File: config.mk
export PLATFORM = sky130hd
export DESIGN_NAME = scan_sel_gen
export DESIGN_NICKNAME = d
export VERILOG_FILES = /design/src/rtl/scan_sel_gen_pkg.sv /design/src/rtl/scan_dwell_cnt.sv /design/src/rtl/scan_sel_gen.sv
export SDC_FILE = /design/constraint.sdc
export NUM_CORES = 1
export LEC_CHECK = 0
export ABC_AREA = 1
export CAP_MARGIN = 5
export CORE_UTILIZATION = 48
export DETAILED_ROUTE_END_ITERATION = 6
export GPL_ROUTABILITY_DRIVEN = 0
export PLACE_DENSITY = 0.83
export SETUP_SLACK_MARGIN = 0.1
export SLEW_MARGIN = 20
export SYNTH_ARGS = -nofsm -noshare
export SYNTH_HDL_FRONTEND = slang
export SYNTH_SLANG_ARGS = --single-unit
export TNS_END_PERCENT = 10
File: constraint.sdc
create_clock -name clk -period 1.45 [get_ports clk]
set_input_delay 0.29 -clock clk [delete_from_list [all_inputs] [get_ports clk]]
set_output_delay 0.29 -clock clk [all_outputs]
set_load 0.1 [all_outputs]
File: src/rtl/scan_sel_gen_pkg.sv
// Shared state encodings and default widths for the decoder select sequencer.
package scan_sel_gen_pkg;

    typedef enum logic [1:0] {
        ST_IDLE  = 2'd0,
        ST_SHOW  = 2'd1,
        ST_BLANK = 2'd2
    } scan_state_t;

    localparam logic [1:0] LAST_POS      = 2'd3;
    localparam int         DEF_DWELL_W   = 8;
    localparam int         DEF_BLANK_CYC = 2;

endpackage

File: src/rtl/scan_dwell_cnt.sv
// Loadable down-counter that saturates at zero; used for dwell and blank intervals.
module scan_dwell_cnt #(
    parameter int W = 8
) (
    input  logic         clk,
    input  logic         rst_n,
    input  logic         load,
    input  logic [W-1:0] load_val,
    input  logic         dec,
    output logic         zero
);

    logic [W-1:0] cnt_r;

    // Load has priority over decrement; decrement stops at zero.
    always_ff @(posedge clk or negedge rst_n) begin
        if (!rst_n) begin
            cnt_r <= {W{1'b0}};
        end else if (load) begin
            cnt_r <= load_val;
        end else if (dec && (cnt_r != {W{1'b0}})) begin
            cnt_r <= cnt_r - W'(1);
        end else begin
            cnt_r <= cnt_r;
        end
    end

    assign zero = (cnt_r == {W{1'b0}});

endmodule

File: src/rtl/scan_sel_gen.sv
// 2-bit select sweep generator for a 2-to-4 decoder with programmable dwell.
// Optional inter-position blanking is compiled in with SCAN_SEL_BLANK_EN.
module scan_sel_gen
    import scan_sel_gen_pkg::*;
#(
    parameter int DWELL_W   = DEF_DWELL_W,
    parameter int BLANK_CYC = DEF_BLANK_CYC
) (
    input  logic               clk,
    input  logic               rst_n,
    input  logic               start,
    input  logic               stop,
    input  logic               mode,
    input  logic [DWELL_W-1:0] dwell,
    output logic               a,
    output logic               b,
    output logic               sel_vld,
    output logic               busy,
    output logic               done
);

    scan_state_t        state_r;
    logic [1:0]         idx_r;
    logic               mode_r;
    logic [DWELL_W-1:0] dwell_r;

    logic               dwell_load_s;
    logic [DWELL_W-1:0] dwell_val_s;
    logic               dwell_dec_s;
    logic               dwell_zero_s;
    logic               last_s;

    assign last_s      = mode_r && (idx_r == LAST_POS);
    assign dwell_dec_s = (state_r == ST_SHOW);

`ifdef SCAN_SEL_BLANK_EN
    localparam int BLANK_W = $clog2(BLANK_CYC + 1);

    logic blank_load_s;
    logic blank_dec_s;
    logic blank_zero_s;
`else
    logic unused_cfg_s;
    assign unused_cfg_s = ^BLANK_CYC;
`endif

    // Counter load/decrement control derived from the current state.
    always_comb begin
        dwell_load_s = 1'b0;
        dwell_val_s  = dwell_r;
`ifdef SCAN_SEL_BLANK_EN
        blank_load_s = 1'b0;
        blank_dec_s  = 1'b0;
`endif
        case (state_r)
            ST_IDLE: begin
                if (start && !stop) begin
                    dwell_load_s = 1'b1;
                    dwell_val_s  = dwell;
                end else begin
                    dwell_load_s = 1'b0;
                end
            end
            ST_SHOW: begin
                if (dwell_zero_s && !last_s) begin
`ifdef SCAN_SEL_BLANK_EN
                    blank_load_s = 1'b1;
`else
                    dwell_load_s = 1'b1;
`endif
                end else begin
                    dwell_load_s = 1'b0;
                end
            end
`ifdef SCAN_SEL_BLANK_EN
            ST_BLANK: begin
                if (blank_zero_s) begin
                    dwell_load_s = 1'b1;
                end else begin
                    blank_dec_s = 1'b1;
                end
            end
`endif
            default: dwell_load_s = 1'b0;
        endcase
    end

    scan_dwell_cnt #(.W(DWELL_W)) u_dwell_cnt (
        .clk      (clk),
        .rst_n    (rst_n),
        .load     (dwell_load_s),
        .load_val (dwell_val_s),
        .dec      (dwell_dec_s),
        .zero     (dwell_zero_s)
    );

`ifdef SCAN_SEL_BLANK_EN
    scan_dwell_cnt #(.W(BLANK_W)) u_blank_cnt (
        .clk      (clk),
        .rst_n    (rst_n),
        .load     (blank_load_s),
        .load_val (BLANK_W'(BLANK_CYC - 1)),
        .dec      (blank_dec_s),
        .zero     (blank_zero_s)
    );
`endif

    // Sequencer FSM with registered select, qualifier and status outputs.
    always_ff @(posedge clk or negedge rst_n) begin
        if (!rst_n) begin
            state_r <= ST_IDLE;
            idx_r   <= 2'd0;
            mode_r  <= 1'b0;
            dwell_r <= {DWELL_W{1'b0}};
            a       <= 1'b0;
            b       <= 1'b0;
            sel_vld <= 1'b0;
            busy    <= 1'b0;
            done    <= 1'b0;
        end else begin
            done <= 1'b0;
            case (state_r)
                ST_IDLE: begin
                    if (start && !stop) begin
                        state_r <= ST_SHOW;
                        mode_r  <= mode;
                        dwell_r <= dwell;
                        idx_r   <= 2'd0;
                        {a, b}  <= 2'd0;
                        sel_vld <= 1'b1;
                        busy    <= 1'b1;
                    end else begin
                        state_r <= ST_IDLE;
                    end
                end
                ST_SHOW: begin
                    if (stop) begin
                        state_r <= ST_IDLE;
                        idx_r   <= 2'd0;
                        {a, b}  <= 2'd0;
                        sel_vld <= 1'b0;
                        busy    <= 1'b0;
                    end else if (dwell_zero_s) begin
                        if (last_s) begin
                            state_r <= ST_IDLE;
                            idx_r   <= 2'd0;
                            {a, b}  <= 2'd0;
                            sel_vld <= 1'b0;
                            busy    <= 1'b0;
                            done    <= 1'b1;
                        end else begin
`ifdef SCAN_SEL_BLANK_EN
                            state_r <= ST_BLANK;
                            sel_vld <= 1'b0;
`else
                            idx_r   <= idx_r + 2'd1;
                            {a, b}  <= idx_r + 2'd1;
`endif
                        end
                    end else begin
                        state_r <= ST_SHOW;
                    end
                end
`ifdef SCAN_SEL_BLANK_EN
                ST_BLANK: begin
                    if (stop) begin
                        state_r <= ST_IDLE;
                        idx_r   <= 2'd0;
                        {a, b}  <= 2'd0;
                        sel_vld <= 1'b0;
                        busy    <= 1'b0;
                    end else if (blank_zero_s) begin
                        state_r <= ST_SHOW;
                        idx_r   <= idx_r + 2'd1;
                        {a, b}  <= idx_r + 2'd1;
                        sel_vld <= 1'b1;
                    end else begin
                        state_r <= ST_BLANK;
                    end
                end
`endif
                default: begin
                    state_r <= ST_IDLE;
                    idx_r   <= 2'd0;
                    {a, b}  <= 2'd0;
                    sel_vld <= 1'b0;
                    busy    <= 1'b0;
                end
            endcase
        end
    end

endmodule

==> results of run 1 <==
worst min-delay path by stage:
stage	depth (start not counted)	end	start	slack (ps)
global route	2	mode_r$_DFFE_PN0P_	rst_n	330
detailed placement	2	dwell_r[4]$_DFF_PN0_	dwell_r[4]$_DFF_PN0_	480
floorplan	0	a$_DFFE_PN0P_	rst_n	-6
finish	2	mode_r$_DFFE_PN0P_	rst_n	310
CTS	2	busy$_DFFE_PN0P_	rst_n	310
global placement	2	dwell_r[4]$_DFF_PN0_	dwell_r[4]$_DFF_PN0_	480
worst max-delay path, cell delays in order, from the launching register on:
cell and delay (ps):
dfrtp_1 450, nor2_2 180, nand2_4 80, o21ai_4 220, buf_6 140, buf_12 100
o21ai_2 50, nand2_1 80, nand2_1 60
synthesized netlist by cell type (all sizes together):
library cell	instances
buf	4
xor2	1
inv	32
nor2	15
nand2	65
a21oi	1
xnor2	2
o21ai	8
ha	3
nand3	22
dfrtp	22
nand4	2
nor4	1
o21bai	1
sequential cells by signal (all words and copies together), names as in the netlist:
register	cells
dwell_r	8
u_dwell_cnt.cnt_r	8
a	1
b	1
busy	1
done	1
mode_r	1
state_r	1
layout make-up:
type | count | area, µm² | share of cell area
Clock buffer | 4 | 36.3 | 0.0181
Inverter | 32 | 128 | 0.0637
Multi-Input combinational cell | 121 | 682 | 0.340
Sequential cell | 22 | 558 | 0.279
Tap cell | 30 | 37.5 | 0.0187
Timing Repair Buffer | 55 | 562 | 0.280
stage by stage:
stage	setup slack [ps]	util	cells	hold slack [ps]
after floorplan	-177	-	179	-5.59
after global placement	-186	0.664	240	479
after detailed placement	-242	0.664	240	482
after CTS	31.6	0.775	261	312
after global routing	-91.3	0.794	264	326
final	-3.06	0.794	264	305
power breakdown:
part / leakage (nW) / internal [mW] / switching (mW)
registers: 0.255 / 0.783 / 0.159
logic: 0.790 / 0.765 / 0.874
clock network: 0.0210 / 0.153 / 0.191
placed cells by master, fill, tap and decap left out, drive strengths merged:
master	count
nand2	65
inv	32
dfrtp	22
a21oi	1
buf	43
o21ai	8
o21bai	1
nor2	15
clkbuf	4
xor2	1
xnor2	2
nor4	1
nand4	2
ha	3
nand3	22
clkdlybuf4s50	12
metal layers:
layer / track usage / vias up / part of all wire
met4: 0.141 / 0 / 0.023
li1: - / 654 / -
met1: 0.378 / 634 / 0.41
met2: 0.480 / 82 / 0.50
met5: 0 / - / 0
met3: 0.0424 / 15 / 0.069
repair_timing:
item | CTS | global route
resized for setup | 20 | 20
cloned | 2 | 0
endpoints found under the hold margin | 0 | 0
pin swaps | 12 | 15
buffers inserted | 15 | 5
setup endpoints to repair | 10 | 16
cell families (layout without fill, tap and decap cells):
group / Yosys count / after routing
simple gates: 105 / 105
compound gates: 10 / 10
xor+xnor: 3 / 3
flops: 22 / 22
fa+ha+maj: 3 / 3
buf+inv: 36 / 91
==> impl_metrics.csv, run 1 <==
group,metric,value,unit
power_and_ir_drop,power,2.93,mW
yosys,seq_area_frac_synth,0.421,
global_routing,grt_usage,0.294,
placed_design,post_dp_cell_area,0.00168,mm²
drt,wl_per_cell,14.3,µm
global_routing,grt_pass1_vias,1332,
worst_setup_path,cp-startpoint,"u_dwell_cnt.cnt_r[6]$_DFFE_PN0P_",
worst_setup_path,arrival,1670,ps
drt,vias,1385,
finish,nFillCells,140,
finish,final_area,0.00200,mm²
drt,finalWirelength,3.77,mm
worst_setup_path,start_kind,"register",
worst_setup_path,r2r_start,"u_dwell_cnt.cnt_r[6]$_DFFE_PN0P_",
power_and_ir_drop,leakage,1.07,nW
yosys,ys_types,23,
drt,dr.pass1.iters,7,
clock_network,clk_latency,310,ps
yosys,yosys.area_share.simple,0.351,
timing,max_freq,688,MHz
yosys,synth_cells,179,
yosys,yosysTopAreaCellShare,0.421,
floorplan,die-area,0.00294,mm²
timing,worst_slack,-3.06,ps
timing,worst_slew_pin_slew,299,ps
yosys,yosys.area.top_type,"dfrtp_1",
timing,setup_tns,-3.06,ps
drt,drt_drc_violations_left,0,
floorplan,ios,18,
yosys,synth_fa_ha_area_frac,0.0287,
clock_network,cts_hold_buf,0,
timing,final.min_clock_period,1450,ps
global_routing,grt_overflow,0,
yosys,ys.warnings.count,0,
worst_setup_path,crit_path_max_fanout,4,
yosys,synth-compound-area-share,0.0517,
timing,rsz0062_at_grt,"yes",
power_and_ir_drop,p_per_area,1460,mW/mm²
worst_setup_path,r2r_end,"u_dwell_cnt.cnt_r[3]$_DFFE_PN0P_",
global_routing,grt_pass1_wl,6.03,mm
yosys,synthMuxAreaShare,0,
timing,hold_viol_final,0,
global_routing,grt_start_max_net_pins,23,
run,maxCapViolCount,0,
worst_setup_path,worst_setup_path_end_kind,"register",
status,status,"finished with violations",
drt,via_per_inst,5.25,
status,violations,"negative setup slack",
clock_network,cts_made_buffers,3,
timing,finClkSkew,4.20,ps
min_path,worst_hold_path_type,"input port to asynchronous set/reset pin",
floorplan,die_w,54.2,µm
clock_network,cts_sinks,22,
power_and_ir_drop,ir_worst_vdd,1150,µV
floorplan,rows,18,
clock_network,cts_max_level,1,
yosys,synth_top_family_by_area,"simple AND/OR/NAND/NOR gates",
worst_setup_path,rrSetupSlack,-3,ps
floorplan,coreArea,0.00252,mm²
worst_setup_path,endpoint,"u_dwell_cnt.cnt_r[3]$_DFFE_PN0P_",
placed_design,portBuffers,17,
clock_network,cts_tree,"yes",
yosys,syn_area_per_cell,7.30,µm²
worst_setup_path,path_class,"register to register",
yosys,ys_ff_latch,22,
finish,drive_gt1_frac,0.350,
clock_network,clk_pin_slew,120,ps
drt,drtAntennaViolNets,0,
drt,drt_iter0_drc,73,
global_routing,antenna_found_initial,0,
yosys,synthesis.nets,195,
clock_network,clk_path_buf_depth,2,
finish,n_antenna_cell,0,
finish,nets,251,
yosys,synthTopCellsByArea,"dfrtp_1, nand2_1, inv_1, nand3_1, nor2_1",
timing,slew_viol_final,0,
placed_design,dp_hpwl,2.14,mm
finish,syn2layout_area_growth,53.2,%
timing,max_slew_margin,0.800,
yosys,syn_area,0.00131,mm²
timing,fin_crit_sh,1.00,
yosys,synth_xor_area_frac,0.0201,
worst_setup_path,reg2reg_depth,8,
floorplan,fp.dieH,54.2,µm
timing,setup-violations-final,1,
worst_setup_path,crit_required,1670,ps
clock_network,cts-root-buf,"clkbuf_4",
floorplan,floorplan.initialDensity,0.518,
Note: power is estimated with default switching activity, not from simulation.
==> inputs of run 2 (changes only) <==
CTS_CLUSTER_DIAMETER = 60   (was default)
==> results of run 2 <==
No change in the layout: final DEF, timing and power equal those of run 1.
